--- config.mk ---
export PLATFORM = sky130hd
export DESIGN_NAME = i2c_target
export DESIGN_NICKNAME = d
export VERILOG_FILES = /design/src/rtl/i2c_target.sv
export SDC_FILE = /design/constraint.sdc
export NUM_CORES = 1
export LEC_CHECK = 0
export BUFFER_PORTS_ARGS = -buffer_cell sky130_fd_sc_hd__buf_2
export CAP_MARGIN = 40
export CORE_UTILIZATION = 30
export DETAILED_ROUTE_END_ITERATION = 10
export GPL_ROUTABILITY_DRIVEN = 0
export GPL_TIMING_DRIVEN = 1
export SYNTH_ARGS = -nofsm -noshare
export SYNTH_HDL_FRONTEND = slang
export SYNTH_SLANG_ARGS = --single-unit
export TNS_END_PERCENT = 1
--- constraint.sdc ---
create_clock -name clk_i -period 2.78 [get_ports clk_i]
set_input_delay 0.556 -clock clk_i [delete_from_list [all_inputs] [get_ports clk_i]]
set_output_delay 0.556 -clock clk_i [all_outputs]
set_load 0.02 [all_outputs]
--- src/rtl/i2c_target.sv ---
// i2c_target: I2C target engine mapping bus transfers onto an 8-bit register port.
// A transfer is an address byte, a register-pointer byte, then write data bytes,
// or a read after a repeated START. SDA is open-drain via sda_oe_o; SCL is input
// only (no clock stretching).
//
// Parameters:
//   TARGET_ADDR  7-bit bus address answered to
//   FILTER_LEN   consecutive equal samples before a filtered level changes (1..7)
// Ports:
//   clk_i, rst_i        system clock, asynchronous active-high reset
//   scl_i, sda_i        bus pin levels
//   sda_oe_o            1 pulls SDA low
//   reg_addr_o          register pointer
//   reg_wdata_o         write data, valid with reg_we_o
//   reg_we_o            one-cycle write strobe
//   reg_re_o            one-cycle read request for reg_addr_o
//   reg_rdata_i         read data, valid the cycle after reg_re_o
//   busy_o              high from address match until STOP/START/reset
// Configuration macro:
//   I2C_TARGET_AUTOINC_EN  pointer auto-increments after each written byte and
//                          each ACKed read byte (wraps 8'hFF -> 8'h00)

module i2c_target #(
    parameter logic [6:0]  TARGET_ADDR = 7'h42,
    parameter int unsigned FILTER_LEN  = 3
) (
    input  logic       clk_i,
    input  logic       rst_i,
    input  logic       scl_i,
    input  logic       sda_i,
    output logic       sda_oe_o,
    output logic [7:0] reg_addr_o,
    output logic [7:0] reg_wdata_o,
    output logic       reg_we_o,
    output logic       reg_re_o,
    input  logic [7:0] reg_rdata_i,
    output logic       busy_o
);

    localparam int unsigned FCNT_W = 3;
    localparam logic [FCNT_W-1:0] FILT_MAX = FCNT_W'(FILTER_LEN - 1);

    localparam logic [3:0] ST_IDLE      = 4'd0;
    localparam logic [3:0] ST_ADDR      = 4'd1;
    localparam logic [3:0] ST_ADDR_ACK  = 4'd2;
    localparam logic [3:0] ST_PTR       = 4'd3;
    localparam logic [3:0] ST_PTR_ACK   = 4'd4;
    localparam logic [3:0] ST_WDATA     = 4'd5;
    localparam logic [3:0] ST_WDATA_ACK = 4'd6;
    localparam logic [3:0] ST_RDATA     = 4'd7;
    localparam logic [3:0] ST_RDATA_ACK = 4'd8;
    localparam logic [3:0] ST_WAIT_STOP = 4'd9;

    // ---------------- input conditioning ----------------
    logic [1:0]        scl_sync_q, sda_sync_q;
    logic              scl_f_q, scl_f_d, sda_f_q, sda_f_d;
    logic              scl_d1_q, sda_d1_q;
    logic [FCNT_W-1:0] scl_cnt_q, scl_cnt_d, sda_cnt_q, sda_cnt_d;

    // Synchronizers, glitch filters and one-cycle-delayed filtered levels
    always_ff @(posedge clk_i or posedge rst_i) begin
        if (rst_i) begin
            scl_sync_q <= 2'b11;
            sda_sync_q <= 2'b11;
            scl_f_q    <= 1'b1;
            sda_f_q    <= 1'b1;
            scl_d1_q   <= 1'b1;
            sda_d1_q   <= 1'b1;
            scl_cnt_q  <= '0;
            sda_cnt_q  <= '0;
        end else begin
            scl_sync_q <= {scl_sync_q[0], scl_i};
            sda_sync_q <= {sda_sync_q[0], sda_i};
            scl_f_q    <= scl_f_d;
            sda_f_q    <= sda_f_d;
            scl_d1_q   <= scl_f_q;
            sda_d1_q   <= sda_f_q;
            scl_cnt_q  <= scl_cnt_d;
            sda_cnt_q  <= sda_cnt_d;
        end
    end

    // Filtered level flips only after FILTER_LEN consecutive differing samples
    always_comb begin
        scl_f_d   = scl_f_q;
        scl_cnt_d = '0;
        sda_f_d   = sda_f_q;
        sda_cnt_d = '0;
        if (scl_sync_q[1] != scl_f_q) begin
            if (scl_cnt_q == FILT_MAX) scl_f_d = scl_sync_q[1];
            else                       scl_cnt_d = scl_cnt_q + FCNT_W'(1);
        end
        if (sda_sync_q[1] != sda_f_q) begin
            if (sda_cnt_q == FILT_MAX) sda_f_d = sda_sync_q[1];
            else                       sda_cnt_d = sda_cnt_q + FCNT_W'(1);
        end
    end

    // Bus condition flags; START/STOP require SCL stably high across the SDA edge
    logic scl_rise, scl_fall, start_det, stop_det;
    assign scl_rise  =  scl_f_q & ~scl_d1_q;
    assign scl_fall  = ~scl_f_q &  scl_d1_q;
    assign start_det =  scl_f_q &  scl_d1_q &  sda_d1_q & ~sda_f_q;
    assign stop_det  =  scl_f_q &  scl_d1_q & ~sda_d1_q &  sda_f_q;

    // ---------------- transfer FSM ----------------
    logic [3:0] state_q, state_d;
    logic [3:0] bit_cnt_q, bit_cnt_d;
    logic [7:0] shift_q, shift_d;
    logic [7:0] tx_q, tx_d;
    logic       rw_q, rw_d;
    logic       we_pend_q, we_pend_d;
    logic       re_pend_q, re_pend_d;
    logic       cap_q, cap_d;
    logic       sda_oe_q, sda_oe_d;
    logic       busy_q, busy_d;
    logic [7:0] reg_addr_q, reg_addr_d;
    logic [7:0] reg_wdata_q, reg_wdata_d;
    logic       reg_we_q, reg_we_d;
    logic       reg_re_q, reg_re_d;
    logic [7:0] ptr_next;

`ifdef I2C_TARGET_AUTOINC_EN
    assign ptr_next = reg_addr_q + 8'd1;
`else
    assign ptr_next = reg_addr_q;
`endif

    always_ff @(posedge clk_i or posedge rst_i) begin
        if (rst_i) begin
            state_q     <= ST_IDLE;
            bit_cnt_q   <= '0;
            shift_q     <= '0;
            tx_q        <= '0;
            rw_q        <= 1'b0;
            we_pend_q   <= 1'b0;
            re_pend_q   <= 1'b0;
            cap_q       <= 1'b0;
            sda_oe_q    <= 1'b0;
            busy_q      <= 1'b0;
            reg_addr_q  <= 8'h00;
            reg_wdata_q <= 8'h00;
            reg_we_q    <= 1'b0;
            reg_re_q    <= 1'b0;
        end else begin
            state_q     <= state_d;
            bit_cnt_q   <= bit_cnt_d;
            shift_q     <= shift_d;
            tx_q        <= tx_d;
            rw_q        <= rw_d;
            we_pend_q   <= we_pend_d;
            re_pend_q   <= re_pend_d;
            cap_q       <= cap_d;
            sda_oe_q    <= sda_oe_d;
            busy_q      <= busy_d;
            reg_addr_q  <= reg_addr_d;
            reg_wdata_q <= reg_wdata_d;
            reg_we_q    <= reg_we_d;
            reg_re_q    <= reg_re_d;
        end
    end

    always_comb begin
        state_d     = state_q;
        bit_cnt_d   = bit_cnt_q;
        shift_d     = shift_q;
        tx_d        = tx_q;
        rw_d        = rw_q;
        we_pend_d   = 1'b0;
        re_pend_d   = 1'b0;
        cap_d       = reg_re_q;
        sda_oe_d    = sda_oe_q;
        busy_d      = busy_q;
        reg_addr_d  = reg_addr_q;
        reg_wdata_d = reg_wdata_q;
        reg_we_d    = we_pend_q;
        reg_re_d    = re_pend_q;

        // Read data is valid the cycle after the request
        if (cap_q) tx_d = reg_rdata_i;

        if (stop_det) begin
            state_d  = ST_IDLE;
            sda_oe_d = 1'b0;
            busy_d   = 1'b0;
            reg_we_d = 1'b0;
            reg_re_d = 1'b0;
        end else if (start_det) begin
            state_d   = ST_ADDR;
            bit_cnt_d = '0;
            sda_oe_d  = 1'b0;
            busy_d    = 1'b0;
            reg_we_d  = 1'b0;
            reg_re_d  = 1'b0;
        end else begin
            case (state_q)
                ST_ADDR: begin
                    if (scl_rise && bit_cnt_q < 4'd8) begin
                        shift_d   = {shift_q[6:0], sda_f_q};
                        bit_cnt_d = bit_cnt_q + 4'd1;
                    end else if (scl_fall && bit_cnt_q == 4'd8) begin
                        if (shift_q[7:1] == TARGET_ADDR) begin
                            rw_d     = shift_q[0];
                            sda_oe_d = 1'b1;
                            busy_d   = 1'b1;
                            state_d  = ST_ADDR_ACK;
                        end else begin
                            sda_oe_d = 1'b0;
                            state_d  = ST_WAIT_STOP;
                        end
                    end
                end
                ST_ADDR_ACK: begin
                    if (scl_rise && rw_q) reg_re_d = 1'b1;
                    if (scl_fall) begin
                        bit_cnt_d = '0;
                        if (rw_q) begin
                            sda_oe_d = ~tx_q[7];
                            state_d  = ST_RDATA;
                        end else begin
                            sda_oe_d = 1'b0;
                            state_d  = ST_PTR;
                        end
                    end
                end
                ST_PTR: begin
                    if (scl_rise && bit_cnt_q < 4'd8) begin
                        shift_d   = {shift_q[6:0], sda_f_q};
                        bit_cnt_d = bit_cnt_q + 4'd1;
                    end else if (scl_fall && bit_cnt_q == 4'd8) begin
                        reg_addr_d = shift_q;
                        sda_oe_d   = 1'b1;
                        state_d    = ST_PTR_ACK;
                    end
                end
                ST_PTR_ACK: begin
                    if (scl_fall) begin
                        sda_oe_d  = 1'b0;
                        bit_cnt_d = '0;
                        state_d   = ST_WDATA;
                    end
                end
                ST_WDATA: begin
                    if (scl_rise && bit_cnt_q < 4'd8) begin
                        shift_d   = {shift_q[6:0], sda_f_q};
                        bit_cnt_d = bit_cnt_q + 4'd1;
                        // 8th bit: present data now, strobe next cycle
                        if (bit_cnt_q == 4'd7) begin
                            reg_wdata_d = {shift_q[6:0], sda_f_q};
                            we_pend_d   = 1'b1;
                        end
                    end else if (scl_fall && bit_cnt_q == 4'd8) begin
                        sda_oe_d = 1'b1;
                        state_d  = ST_WDATA_ACK;
                    end
                end
                ST_WDATA_ACK: begin
                    if (scl_fall) begin
                        sda_oe_d   = 1'b0;
                        reg_addr_d = ptr_next;
                        bit_cnt_d  = '0;
                        state_d    = ST_WDATA;
                    end
                end
                ST_RDATA: begin
                    // bit_cnt counts falls; MSB was already driven on entry
                    if (scl_fall) begin
                        if (bit_cnt_q == 4'd7) begin
                            sda_oe_d = 1'b0;
                            state_d  = ST_RDATA_ACK;
                        end else begin
                            sda_oe_d  = ~tx_q[6];
                            tx_d      = {tx_q[6:0], 1'b0};
                            bit_cnt_d = bit_cnt_q + 4'd1;
                        end
                    end
                end
                ST_RDATA_ACK: begin
                    if (scl_rise) begin
                        if (!sda_f_q) begin
                            reg_addr_d = ptr_next;
                            re_pend_d  = 1'b1;
                        end else begin
                            state_d = ST_WAIT_STOP;
                        end
                    end else if (scl_fall) begin
                        sda_oe_d  = ~tx_q[7];
                        bit_cnt_d = '0;
                        state_d   = ST_RDATA;
                    end
                end
                ST_IDLE, ST_WAIT_STOP: begin
                    sda_oe_d = 1'b0;
                end
                default: begin
                    sda_oe_d = 1'b0;
                    state_d  = ST_IDLE;
                end
            endcase
        end
    end

    assign sda_oe_o    = sda_oe_q;
    assign busy_o      = busy_q;
    assign reg_addr_o  = reg_addr_q;
    assign reg_wdata_o = reg_wdata_q;
    assign reg_we_o    = reg_we_q;
    assign reg_re_o    = reg_re_q;

endmodule
Word level (Yosys, flattened, before mapping)
Cells that the tools add are included.

storage, ports and cells
  bits in registers = 62
  bits of input ports = 12
  output and inout bits = 20
  word-level logic and storage cells = 175

cells by class
  $add $sub $neg = 3
  order comparisons = 1
  equal/unequal tests = 38
  mux-type cells = 72
  bitwise gates (word level) = 16
  reduce and logical (&&, ||, !) cells = 23

operators by type and width
  kind                 number
  $mux 4               22
  $mux 8               6
  $ne 4x4->1 const B   12
  $mux 1               36
  $pmux 4 s8           1
  $eq 4x3->1 const B   5
  $pmux 4 s4           1
  $mux 3               5
  $ne 3x3->1 const B   5
  $reduce_and 13->1    1
  $eq 4x4->1 const B   3
  $reduce_and 6->1     2
  $ne 5x5->1 const B   2
  $reduce_and 5->1     2
  $not 1->1            9
  $reduce_and 9->1     1
  $reduce_bool 3->1    3
  $eq 4x2->1 const B   2
  $ne 4x1->1 const B   2
  $reduce_and 4->1     2
  $and 1x1->1          7
  $eq 7x7->1 const B   1
  $add 3x1->3 const B  2
  $eq 3x2->1 const B   2
  12 further kinds     19

Longest topological paths before layout
  word-level depth = 8
  depth in mapped cells = 8
  depth with buffers taken out = 7

Worst setup path after synthesis
OpenSTA, ideal clock, no wires.

  path kind = register to register
  from = register scl_f_q
  to = register state_q[0]
  data arrival time = 1.793 ns
  setup slack = 0.862 ns
  cell stages (with the launch flop) = 7
  path buffers = 0
  period minus slack after synthesis = 1.918 ns
  cell sequence = dfstp_2 -> inv_1 -> ha_1 -> nand4b_1 -> a21oi_1 -> o221ai_2 -> mux2_2

on the way
  cells in the longest elaborated chain, start to end = 5
  elaborated cells on any way between the ends = 28

RTL lines
  what                                                                 RTL line  text
  start: declaration                                                   56        logic scl_f_q, scl_f_d, sda_f_q, sda_f_d;
  start signal: assignment                                             74        scl_f_q <= scl_f_d;
  $and 1x1->1 (tied with other cells)                                  103, 104
  $and 1x1->1 (tied with other cells) (2 in a row)                     103       assign start_det = scl_f_q & scl_d1_q & sda_d1_q & ~sda_f_q;
  $ne 5x5->1 (no source line) (tied with other cells)                  n/a
  $reduce_and 13->1 (no source line) / $mux 4 (equally long branches)  n/a
  end signal: assignment                                               146       state_q <= state_d;
  end: declaration                                                     107       logic [3:0] state_q, state_d;

Parallel ways exist; a longest one is shown, timed or not.
A chain may end at the register's enable or synchronous reset.

Worst setup path in the final report
  from = register scl_d1_q
  to = register reg_addr_q[7] (netlist: reg_addr_o[7])

on the way
  cells in the longest elaborated chain, start to end = 5
  elaborated cells on any way between the ends = 14

RTL lines
  what                                             RTL line       text
  start: declaration                               57             logic scl_d1_q, sda_d1_q;
  start signal: assignment                         76             scl_d1_q <= scl_f_q;
  $and 1x1->1 / $not 1->1 (equally long branches)  103, 104, 101
  $and 1x1->1 (on tied branches)                   103, 101, 104
  $and 1x1->1 (tied with other cells)              103
  $not 1->1 (no source line)                       n/a
  $reduce_and 5->1 (no source line) (*)            n/a
  end signal: assignment                           156            reg_addr_q <= reg_addr_d;
  end: declaration                                 117            logic [7:0] reg_addr_q, reg_addr_d;

Every way passes the cells marked *; elsewhere a longest branch is shown, timed or not.

==> impl_metrics.yaml <==
outcome:
  run_status: "finished, final reports clean"
sta:
  totalNegativeSetupSlack_ns: 0
  setup_viols_final: 0
  max_slew_margin: 0.5189
  drv_slew: 0
  clock.fmax_mhz: 455.9
  post-route-period-util: 0.7891
  hold_viol: 0
  fin_ws_ns: 0.5864
  rsz_0062_raised_after_global_routing: "false"
  worst_slew_pin_slew_ns: 0.7177
  timing.clock.skew_ns: 0.01673
  finalCriticalPeriod_ns: 2.194
  finalHoldWorstSlack_ns: 0.2680
synth:
  syn_inst: 260
  synth.net_count: 277
  yosysSeqAreaShare: 0.5233
  syn-cell-area_um2: 2984
  synthesis.yosys.warnings: 0
  ys_seq_elements: 62
  yosysUniqueCellTypes: 50
  syn_area_per_cell_um2: 11.48
clock_network:
  worst_skew_pair.late_latency_ns: 0.35
  post_cts.repair.setup_buffers: 0
  cts_htree_levels: 3
  cts_hold_buf: 0
  cts_tree: "done"
  cts_max_path_buffers: 2
  root_buffer: "sky130_fd_sc_hd__clkbuf_8"
  clk_transition_reported_paths_ns: 0.08
  tritoncts.num_buffers: 9
  clkSinkCount: 62
  post_cts_resize_count: 0
critical_path:
  worst-path-buf-inv: 0
  r2r-end: "reg_addr_o[7]$_DFFE_PP0P_"
  path_cells: "ha_1, nand4b_1, nor4_4, mux2_2"
  worst_setup_path_endpoint: "reg_addr_o[7]$_DFFE_PP0P_"
  critical_path.reg2reg.startpoint: "scl_d1_q$_DFF_PP1_"
  worst_path_max_delay_cell: "sky130_fd_sc_hd__nor4_4"
  ff2ff_setup_slack_ns: 0.59
  path_type_of_the_worst_setup_path: "reg -> reg"
  worst_setup_path_end_kind: "flop"
  required_ns: 3.00
  critical_path_arrival_ns: 2.42
  critical_path.top_delay_family: "simple AND/OR/NAND/NOR gates"
  worstSetupStartpointType: "flop"
  timing.critical_path.depth: 4
  max_fanout_on_critical_path: 8
  reg2reg_depth: 4
  worst_path_largest_cell_delay_ns: 0.58
  crit_start: "scl_d1_q$_DFF_PP1_"
power_and_ir_drop:
  overall_power_mw: 2.886
  power_density_nw_per_um2: 833.9
  ir_worst_vdd_mv: 0.3736
  cellLeakagePower_nw: 1.550
cells_and_area:
  diodes: 0
  instances_no_fill: 431
  areaGrowthSynthToFinish_pct: 15.97
  final_nets: 310
  ratio_of_cells_with_drive_above_1_in_the_final_layout: 0.3154
drt:
  avgRoutedWirePerCell_um: 13.38
  drt_iter0_drc: 151
  routed_wirelength_um: 5767
  detail_route.drc_violations: 0
  drt_pass1_iterations: 4
  detailroute.via_count: 2011
  vias_per_cell: 4.666
  drt.antenna.violating_nets: 0
min_path:
  hold_path_class: "in -> async"
floorplan:
  core_area_um2: 9684
  floorplan.rows: 36
  die_width_um: 101.7
  floorplan.die.height_um: 101.7
  start_util: 0.3081
  die_area_um2: 10350
  floorplan.io_pins: 32
global_routing:
  grt_pass1_vias: 1930
  aggregate_global_route_resource_usage: 0.1195
  grt_antenna_before_repair: 0
  global_route_wire_length_before_repair_um: 9487
  pin_count_of_the_biggest_net_entering_global_routing: 37
  grt-ovfl-total: 0
place:
  post_placement_setup_slack_ns: 0.5889
  hpwl_um: 3993
  io_buffers: 31
  placed_cells_incl_taps: 415
job:
  max_cap_viol_count: 0
==> report_power, final <==
part	switching [mW]	internal, mW
Combinational	0.473	0.396
Clock	0.345	0.371
Sequential	0.216	1.08
==> kinds of logic after synthesis <==
group / share of synthesized area
AND/OR/NAND/NOR: 0.1707
flip-flops: 0.5233
multiplexers: 0.1497
AO/OA/AOI/OAI: 0.08596
buffers and inverters: 0.03103
adder cells (fa/ha/maj): 0.02474
XOR/XNOR: 0.01468
==> routing by layer <==
metal  global-route usage  up-vias  wire [um]
li1                     -      992          -
met1               0.1662      962       2858
met2               0.1653       52       2480
met3              0.04831        5        356
met4              0.04348        0         72
met5                    0        -          0
==> per-stage QoR <==
stage / util / area, um^2
floorplan: - / 2984
global placement: 0.3389 / 3282
detailed placement: 0.3389 / 3282
CTS: 0.3574 / 3461
global route: 0.3574 / 3461
finish: 0.3574 / 3461
==> worst register-to-register path: stages, from the launching register on <==
cell	delay (ns)
sky130_fd_sc_hd__dfstp_2	0.54
sky130_fd_sc_hd__ha_1	0.28
sky130_fd_sc_hd__nand4b_1	0.27
sky130_fd_sc_hd__nor4_4	0.58
sky130_fd_sc_hd__mux2_2	0.41
==> area by class of cell <==
class / count / area [um^2]
fill: 955 / 6223
sequential: 62 / 1562
multi-input combinational: 176 / 1330
timing repair buffer: 33 / 182.7
tap: 133 / 166.4
clock buffer: 13 / 158.9
inverter: 11 / 41.29
clock inverter: 3 / 20.02
==> sequential cells by signal, summed over array words and instances (netlist names) <==
name         count
reg_re_o         1
re_pend_q        1
scl_f_q          1
rw_q             1
sda_oe_o         1
reg_addr_o       8
state_q          4
sda_cnt_q        3
cap_q            1
sda_f_q          1
sda_d1_q         1
bit_cnt_q        4
scl_sync_q       2
scl_d1_q         1
scl_cnt_q        3
shift_q          8
reg_we_o         1
tx_q             8
reg_wdata_o      8
sda_sync_q       2
we_pend_q        1
busy_o           1
==> cell usage in the layout (no fill, tap or decap), drive strengths merged, types with 2 or more instances in the layout <==
| cell type | n |
|---|---|
| and3b | 3 |
| nand3b | 2 |
| mux2 | 29 |
| o221ai | 3 |
| a221oi | 2 |
| nand2b | 5 |
| buf | 33 |
| nand3 | 6 |
| nor3b | 2 |
| clkinvlp | 2 |
| xor2 | 3 |
| a21o | 2 |
| mux2i | 12 |
| dfrtp | 54 |
| nor2b | 5 |
| xnor2 | 2 |
| o21ai | 13 |
| nor4b | 2 |
| and2 | 4 |
| a31oi | 4 |
| a211o | 2 |
| nor3 | 10 |
| ha | 5 |
| inv | 11 |
| nand2 | 22 |
| dfstp | 8 |
| nor2 | 14 |
| clkbuf | 13 |
| nor4 | 4 |
| a21oi | 7 |
==> Yosys cell counts, drive strengths merged <==
cell type | n | area share
o21ai | 13 | 0.022
nand3b | 2 | 0.0050
and4 | 1 | 0.0029
buf | 8 | 0.013
a211oi | 1 | 0.0025
and2b | 1 | 0.0034
nor2 | 14 | 0.018
nor3b | 2 | 0.0050
a221oi | 2 | 0.0059
mux2 | 29 | 0.11
a21o | 2 | 0.0050
and3b | 3 | 0.0088
dfrtp | 54 | 0.45
maj3 | 1 | 0.0038
o221ai | 3 | 0.011
a21boi | 1 | 0.0025
nand4b | 1 | 0.0029
nor4 | 4 | 0.023
and2 | 4 | 0.0084
nand3 | 6 | 0.010
nor3 | 10 | 0.018
nand2b | 5 | 0.010
a211o | 2 | 0.0059
and3 | 1 | 0.0021
nand2 | 22 | 0.029
o211ai | 1 | 0.0025
nor2b | 5 | 0.010
nand4 | 1 | 0.0021
a221o | 1 | 0.0034
a32oi | 1 | 0.0029
o31ai | 1 | 0.0025
nor4b | 2 | 0.0080
a31oi | 4 | 0.0084
xor2 | 3 | 0.0088
a21oi | 7 | 0.012
mux2i | 12 | 0.040
inv | 11 | 0.014
xnor2 | 2 | 0.0059
ha | 5 | 0.021
or3 | 1 | 0.0021
clkbuf | 3 | 0.0038
dfstp | 8 | 0.070
==> worst min path at each step <==
stage | end
final | shift_q[2]$_DFFE_PP0P_
after global routing | sda_sync_q[0]$_DFF_PP1_
after CTS | shift_q[2]$_DFFE_PP0P_
after detailed placement | sda_sync_q[1]$_DFF_PP1_
after global placement | sda_sync_q[1]$_DFF_PP1_
after floorplan | scl_sync_q[1]$_DFF_PP1_
Note: power is estimated with default switching activity, not from simulation.
